`src/rtl/alu_issue_pkg.sv`:
```
//----------------------------------------------------------------------------
// Module : alu_issue_pkg
// Brief  : Opcode encodings, issue-stage FSM states and flag helper.
// Rev    : 1.0
//----------------------------------------------------------------------------
`default_nettype none

package alu_issue_pkg;

  localparam logic [2:0] ADD_  = 3'd0;
  localparam logic [2:0] SUB_  = 3'd1;
  localparam logic [2:0] XOR_  = 3'd2;
  localparam logic [2:0] SLT_  = 3'd3;
  localparam logic [2:0] AND_  = 3'd4;
  localparam logic [2:0] NAND_ = 3'd5;
  localparam logic [2:0] NOR_  = 3'd6;
  localparam logic [2:0] OR_   = 3'd7;

  typedef enum logic [1:0] {
    ST_IDLE   = 2'd0,
    ST_SETTLE = 2'd1,
    ST_HOLD   = 2'd2
  } state_t;

  // Signed overflow: ADD needs equal operand signs, SUB needs differing ones.
  function automatic logic calc_ovf(input logic is_sub, input logic a_msb,
                                    input logic b_msb, input logic r_msb);
    return (((a_msb ^ b_msb) == is_sub) && (r_msb != a_msb));
  endfunction

endpackage

`default_nettype wire

```
`src/rtl/alu_issue_stage_alu.sv`:
```
//----------------------------------------------------------------------------
// Module : alu_issue_stage_alu
// Brief  : Combinational ALU (add/sub/slt/logic ops) driven by the issue stage.
// Rev    : 1.0
//----------------------------------------------------------------------------
`default_nettype none

module alu_issue_stage_alu
  import alu_issue_pkg::*;
#(
  parameter int W   = 4,
  parameter int DLY = 5
) (
  input  logic [W-1:0] a,
  input  logic [W-1:0] b,
  input  logic [2:0]   ctrl,
  output logic [W-1:0] r,
  output logic         cout,
  output logic         slt
);

  // DLY characterises gate delay of the physical ALU; this model is zero-delay.
  if (DLY < 0) begin : g_dly_check
    $error("DLY must be non-negative");
  end

  logic         w_sub;
  logic [W-1:0] w_bx;
  logic [W:0]   w_sum;
  logic         w_ovf_sub;

  assign w_sub     = (ctrl == SUB_) || (ctrl == SLT_);
  assign w_bx      = w_sub ? ~b : b;
  assign w_sum     = {1'b0, a} + {1'b0, w_bx} + {{W{1'b0}}, w_sub};
  assign w_ovf_sub = (a[W-1] != b[W-1]) && (w_sum[W-1] != a[W-1]);
  assign slt       = w_sum[W-1] ^ w_ovf_sub;

  always_comb begin
    r    = '0;
    cout = 1'b0;
    case (ctrl)
      ADD_, SUB_: begin
        r    = w_sum[W-1:0];
        cout = w_sum[W];
      end
      XOR_:    r = a ^ b;
      SLT_:    r = {{(W-1){1'b0}}, slt};
      AND_:    r = a & b;
      NAND_:   r = ~(a & b);
      NOR_:    r = ~(a | b);
      default: r = a | b;
    endcase
  end

endmodule

`default_nettype wire

```
`src/rtl/alu_issue_stage.sv`:
```
//----------------------------------------------------------------------------
// Module : alu_issue_stage
// Brief  : Valid/ready issue stage that holds ALU inputs for SETTLE_CYC
//          cycles, then captures the result and flags for write-back.
// Rev    : 1.0
//----------------------------------------------------------------------------
`default_nettype none

module alu_issue_stage
  import alu_issue_pkg::*;
#(
  parameter int W          = 4,
  parameter int DLY        = 5,
  parameter int SETTLE_CYC = 2
) (
  input  logic         clk,
  input  logic         reset,
  input  logic         in_valid,
  output logic         in_ready,
  input  logic [2:0]   in_ctrl,
  input  logic [W-1:0] in_a,
  input  logic [W-1:0] in_b,
  output logic         out_valid,
  input  logic         out_ready,
  output logic [W-1:0] out_r,
  output logic         out_cout,
  output logic         out_ovf,
  output logic         out_zero,
  output logic [7:0]   op_count
);

  localparam int CW = (SETTLE_CYC < 1) ? 1 : $clog2(SETTLE_CYC + 1);
  localparam logic [CW-1:0] C_CNT_LOAD = CW'(SETTLE_CYC - 1);

  if (SETTLE_CYC < 1) begin : g_settle_check
    $error("SETTLE_CYC must be at least 1");
  end

  state_t       r_state, w_next;
  logic [CW-1:0] r_cnt;
  logic [2:0]   r_ctrl;
  logic [W-1:0] r_a, r_b;
  logic [W-1:0] r_out_r;
  logic         r_out_valid, r_out_cout, r_out_ovf, r_out_zero;
  logic [7:0]   r_op_count;

  logic [W-1:0] w_alu_r, w_cap_r;
  logic         w_alu_cout, w_alu_slt, w_arith;
  logic         w_accept, w_capture, w_release;

  alu_issue_stage_alu #(.W(W), .DLY(DLY)) u_alu (
    .a    (r_a),
    .b    (r_b),
    .ctrl (r_ctrl),
    .r    (w_alu_r),
    .cout (w_alu_cout),
    .slt  (w_alu_slt)
  );

  assign in_ready  = (r_state == ST_IDLE) && !reset;
  assign w_accept  = in_valid && in_ready;
  assign w_capture = (r_state == ST_SETTLE) && (r_cnt == '0);
  assign w_release = (r_state == ST_HOLD) && out_ready;
  assign w_arith   = (r_ctrl == ADD_) || (r_ctrl == SUB_);
  assign w_cap_r   = (r_ctrl == SLT_) ? {{(W-1){1'b0}}, w_alu_slt} : w_alu_r;

  always_comb begin
    w_next = r_state;
    case (r_state)
      ST_IDLE:   if (w_accept)  w_next = ST_SETTLE;
      ST_SETTLE: if (w_capture) w_next = ST_HOLD;
      ST_HOLD:   if (w_release) w_next = ST_IDLE;
      default:   w_next = ST_IDLE;
    endcase
  end

  always_ff @(posedge clk) begin
    if (reset) r_state <= ST_IDLE;
    else       r_state <= w_next;
  end

  // ALU outputs are sampled only on capture, so settling glitches never escape.
  always_ff @(posedge clk) begin
    if (reset) begin
      r_cnt       <= '0;
      r_ctrl      <= ADD_;
      r_a         <= '0;
      r_b         <= '0;
      r_out_r     <= '0;
      r_out_valid <= 1'b0;
      r_out_cout  <= 1'b0;
      r_out_ovf   <= 1'b0;
      r_out_zero  <= 1'b0;
      r_op_count  <= 8'd0;
    end else begin
      if (w_accept) begin
        r_ctrl <= in_ctrl;
        r_a    <= in_a;
        r_b    <= in_b;
        r_cnt  <= C_CNT_LOAD;
      end else if ((r_state == ST_SETTLE) && (r_cnt != '0)) begin
        r_cnt <= r_cnt - 1'b1;
      end
      if (w_capture) begin
        r_out_r     <= w_cap_r;
        r_out_zero  <= (w_cap_r == '0);
        r_out_cout  <= w_arith && w_alu_cout;
        r_out_ovf   <= w_arith &&
                       calc_ovf(r_ctrl == SUB_, r_a[W-1], r_b[W-1], w_cap_r[W-1]);
        r_out_valid <= 1'b1;
      end else if (w_release) begin
        r_out_valid <= 1'b0;
        r_op_count  <= r_op_count + 8'd1;
      end
    end
  end

  assign out_valid = r_out_valid;
  assign out_r     = r_out_r;
  assign out_cout  = r_out_cout;
  assign out_ovf   = r_out_ovf;
  assign out_zero  = r_out_zero;
  assign op_count  = r_op_count;

endmodule

`default_nettype wire

```
`config.mk`:
```
export PLATFORM = sky130hd
export DESIGN_NAME = alu_issue_stage
export DESIGN_NICKNAME = d
export VERILOG_FILES = /design/src/rtl/alu_issue_pkg.sv /design/src/rtl/alu_issue_stage_alu.sv /design/src/rtl/alu_issue_stage.sv
export SDC_FILE = /design/constraint.sdc
export NUM_CORES = 1
export LEC_CHECK = 0
export CAP_MARGIN = 20
export CORE_UTILIZATION = 58
export CTS_CLUSTER_SIZE = 12
export DETAILED_ROUTE_END_ITERATION = 10
export DONT_BUFFER_PORTS = 1
export PLACE_DENSITY_LB_ADDON = 0.25
export RECOVER_POWER = 100
export REMOVE_ABC_BUFFERS = 1
export SYNTH_ARGS = -nofsm -noshare
export SYNTH_HDL_FRONTEND = slang
export SYNTH_HIERARCHICAL = 1
export SYNTH_SLANG_ARGS = --single-unit
export TNS_END_PERCENT = 100
```
`constraint.sdc`:
```
create_clock -name clk -period 3.6 [get_ports clk]
set_input_delay 0.36 -clock clk [delete_from_list [all_inputs] [get_ports clk]]
set_output_delay 0.36 -clock clk [all_outputs]
set_load 0.005 [all_outputs]
```
==> results.py <==
metrics = {
    "outcome": {
        "status": "finished clean",
    },
    "die": {
        "coreArea_sq_um": 3100,
        "rows": 20,
        "start_util": 0.621,
        "die-area_sq_um": 3560,
        "die_width_microns": 59.6,
        "ios": 32,
        "fp.dieH_microns": 59.6,
    },
    "worst_setup_path": {
        "path_class": "reg -> reg",
        "cpPeakStageDelay_ns": 0.78,
        "crit_chain": "nand2b_1, xnor2_1, fa_1, xnor2_1, nor3_1, a221o_1, or3_1, a21oi_1, a22oi_1, nor2_1",
        "end_kind": "flop",
        "crit_required_ns": 3.86,
        "start_kind": "flop",
        "crit_buf_inv": 0,
        "worst_path_max_delay_cell": "dfxtp_1",
        "cpLargestDelayFamily": "simple AND/OR/NAND/NOR gates",
        "arrival_ns": 3.29,
        "crit_top_cell": "xnor2_1",
        "cp_max_fo": 18,
    },
    "clock_network": {
        "root_buffer": "clkbuf_4",
        "path_clk_slew_ns": 0.09,
        "clock_sinks": 31,
        "cts.path.max_buffers": 2,
        "cts_resized": 0,
        "post_cts.repair.setup_buffers": 0,
        "cts_tree": "done",
        "cts_buffers": 5,
        "cts_htree_levels": 2,
        "clock_latency_ns": 0.33,
        "cts_hold_buf": 0,
    },
    "placement": {
        "port-buffer-count": 0,
        "post-dp-hpwl_mm": 2.70,
        "gp_congestion": 0.898,
    },
    "power_and_ir_drop": {
        "peakVddDrop_v": 0.000205,
        "p_comb_frac": 0.184,
        "power.share.switching": 0.291,
        "p_sw_uw": 202,
        "leakage_nw": 0.809,
        "power_frac_clock": 0.268,
        "power_uw": 693,
        "p_per_area_nw_per_um2": 353,
        "p_seq_frac": 0.548,
        "p_int_uw": 492,
    },
    "timing": {
        "drv_slew": 0,
        "fin_crit_sh": 0.840,
        "fin_crit_ns": 3.02,
        "holdWs_ns": 0.0853,
        "rsz0062_at_grt": "no",
        "worstMarginPinSlew_ns": 0.696,
        "setup_violations": 0,
        "setup_tns_ns": 0,
        "finClkSkew_ns": 0.00938,
        "timing.slew.headroom": 0.535,
        "fmax_mhz": 331,
        "hold_viol_final": 0,
    },
    "yosys": {
        "syn_area_per_cell_sq_um": 8.49,
        "synthArstFlopShare": 0,
        "ys_types": 49,
        "syn_inst": 227,
        "synth-main-ff-cell": "dfxtp_1",
        "synth_seq_cells": 31,
        "synth_area_sq_um": 1930,
        "synth-warning-count": 6,
        "ys_seq_area_frac": 0.322,
        "synth-edff-count": 0,
    },
    "final_layout": {
        "drive_above_1_share": 0.0622,
        "layout.nets": 254,
        "diodes": 0,
        "n_fill_cell": 304,
        "fin_util": 0.633,
        "syn_to_final_growth_pct": 2.01,
    },
    "global_routing": {
        "grt_pass1_wl_mm": 5.84,
        "grt_overflow_total": 0,
        "grt_usage": 0.222,
        "grt_max_degree": 34,
        "grt_antenna_before_repair": 0,
        "grt_pass1_vias": 1417,
    },
    "drt": {
        "vias": 1545,
        "ant_nets": 0,
        "wl_per_cell_microns": 13.1,
        "drc_errors": 0,
        "drtPass1Iterations": 4,
        "vias_per_cell": 5.74,
        "drt_first_iter_violations": 57,
        "wl_mm": 3.52,
    },
    "min_path": {
        "min_path_type": "in -> reg",
    },
    "flow_run": {
        "drv_cap": 0,
    },
}
[registers in the layout, indices dropped and copies added (netlist names)]
| name | cells |
|---|---|
| r_b | 4 |
| r_ctrl | 3 |
| out_zero | 1 |
| out_ovf | 1 |
| op_count | 8 |
| r_state | 2 |
| out_r | 4 |
| r_cnt | 2 |
| out_valid | 1 |
| out_cout | 1 |
| r_a | 4 |
[synthesized netlist by cell type, types with 2 or more instances]
cell | instances | area share
inv_1 | 13 | 0.025
nand4_1 | 5 | 0.016
nor3b_2 | 2 | 0.013
mux2i_1 | 4 | 0.021
buf_6 | 2 | 0.012
buf_4 | 2 | 0.0078
nor2_1 | 18 | 0.035
a22oi_1 | 6 | 0.023
clkbuf_1 | 4 | 0.0078
nand2b_1 | 4 | 0.013
xnor2_1 | 10 | 0.045
and3_1 | 3 | 0.0097
dfxtp_1 | 31 | 0.32
a21oi_1 | 18 | 0.047
nand2_1 | 31 | 0.060
buf_2 | 3 | 0.0078
nor3_1 | 5 | 0.013
and2_1 | 3 | 0.0097
nand3_1 | 2 | 0.0052
o31ai_1 | 2 | 0.0078
nand3b_1 | 4 | 0.016
nor3b_1 | 2 | 0.0078
a21o_1 | 3 | 0.012
ha_1 | 14 | 0.091
xor2_1 | 9 | 0.041
a41oi_1 | 2 | 0.0091
o21ai_0 | 3 | 0.0078
[final timing paths]
kind                     startpoint  slack, ns  cells past startpoint                      to
min reg2reg  out_valid$_SDFFE_PP0P_       0.49                      2  out_valid$_SDFFE_PP0P_
min                           reset       0.09                      1     r_b[3]$_SDFFE_PP0P_
max reg2reg  r_ctrl[0]$_SDFFE_PP0P_       0.58                     10   out_zero$_SDFFE_PP0P_
max          r_ctrl[0]$_SDFFE_PP0P_       0.58                     10   out_zero$_SDFFE_PP0P_
[per-stage QoR]
stage                     instances  cell area, sq um  setup WS (ns)
final                           269              1970          0.576
after global routing            269              1970          0.331
after CTS                       269              1970          0.557
after detailed placement        261              1920          0.582
after global placement          261              1920          0.693
after floorplan                 216              1860          0.904
[layer usage]
layer	vias to the layer above	global-route usage	routed length, microns	share of wire
met5	-	0	0	0
met4	0	0.123	85	0.024
met3	10	0.0524	149	0.042
met2	36	0.371	1640	0.47
met1	719	0.258	1640	0.47
li1	780	-	-	-
[kinds of logic after synthesis]
kind of cell	share of synthesized area
simple gates	0.228
buf+inv	0.0604
compound gates	0.181
flops	0.322
fa+ha+maj	0.101
xor+xnor	0.0864
mux	0.0208
[power groups by stage]
stage	clock network [mW]	logic, mW	registers, mW
2_1_floorplan	0	0.105	0.385
3_3_place_gp	0	0.124	0.388
3_5_place_dp	0	0.128	0.389
4_1_cts	0.194	0.129	0.381
5_1_grt	0.209	0.146	0.383
6_report	0.186	0.128	0.380
[final cells by class]
| cell class | count | area (sq um) | share of cell area |
|---|---|---|---|
| Timing Repair Buffer | 1 | 7.51 | 0.00382 |
| Tap cell | 44 | 55.1 | 0.0280 |
| Multi-Input combinational cell | 172 | 1180 | 0.602 |
| Clock inverter | 1 | 5.00 | 0.00255 |
| Sequential cell | 31 | 621 | 0.316 |
| Clock buffer | 7 | 45.0 | 0.0229 |
| Inverter | 13 | 48.8 | 0.0248 |
[cell usage in the layout, fill, tap and decap left out, types with 2 or more instances in the layout]
cell and instances:
a21o_1 3, a21oi_1 18, a22oi_1 6, a41oi_1 2, and2_1 2, and3_1 3, clkbuf_1 2, clkbuf_4 5
dfxtp_1 31, ha_1 14, inv_1 13, mux2i_1 4, nand2_1 31, nand2b_1 4, nand3_1 2, nand3b_1 4
nand4_1 5, nor2_1 18, nor3_1 6, nor3b_1 2, nor3b_2 2, o21ai_0 3, o31ai_1 2, xnor2_1 10
xor2_1 9
(Power assumes the default switching activity.)
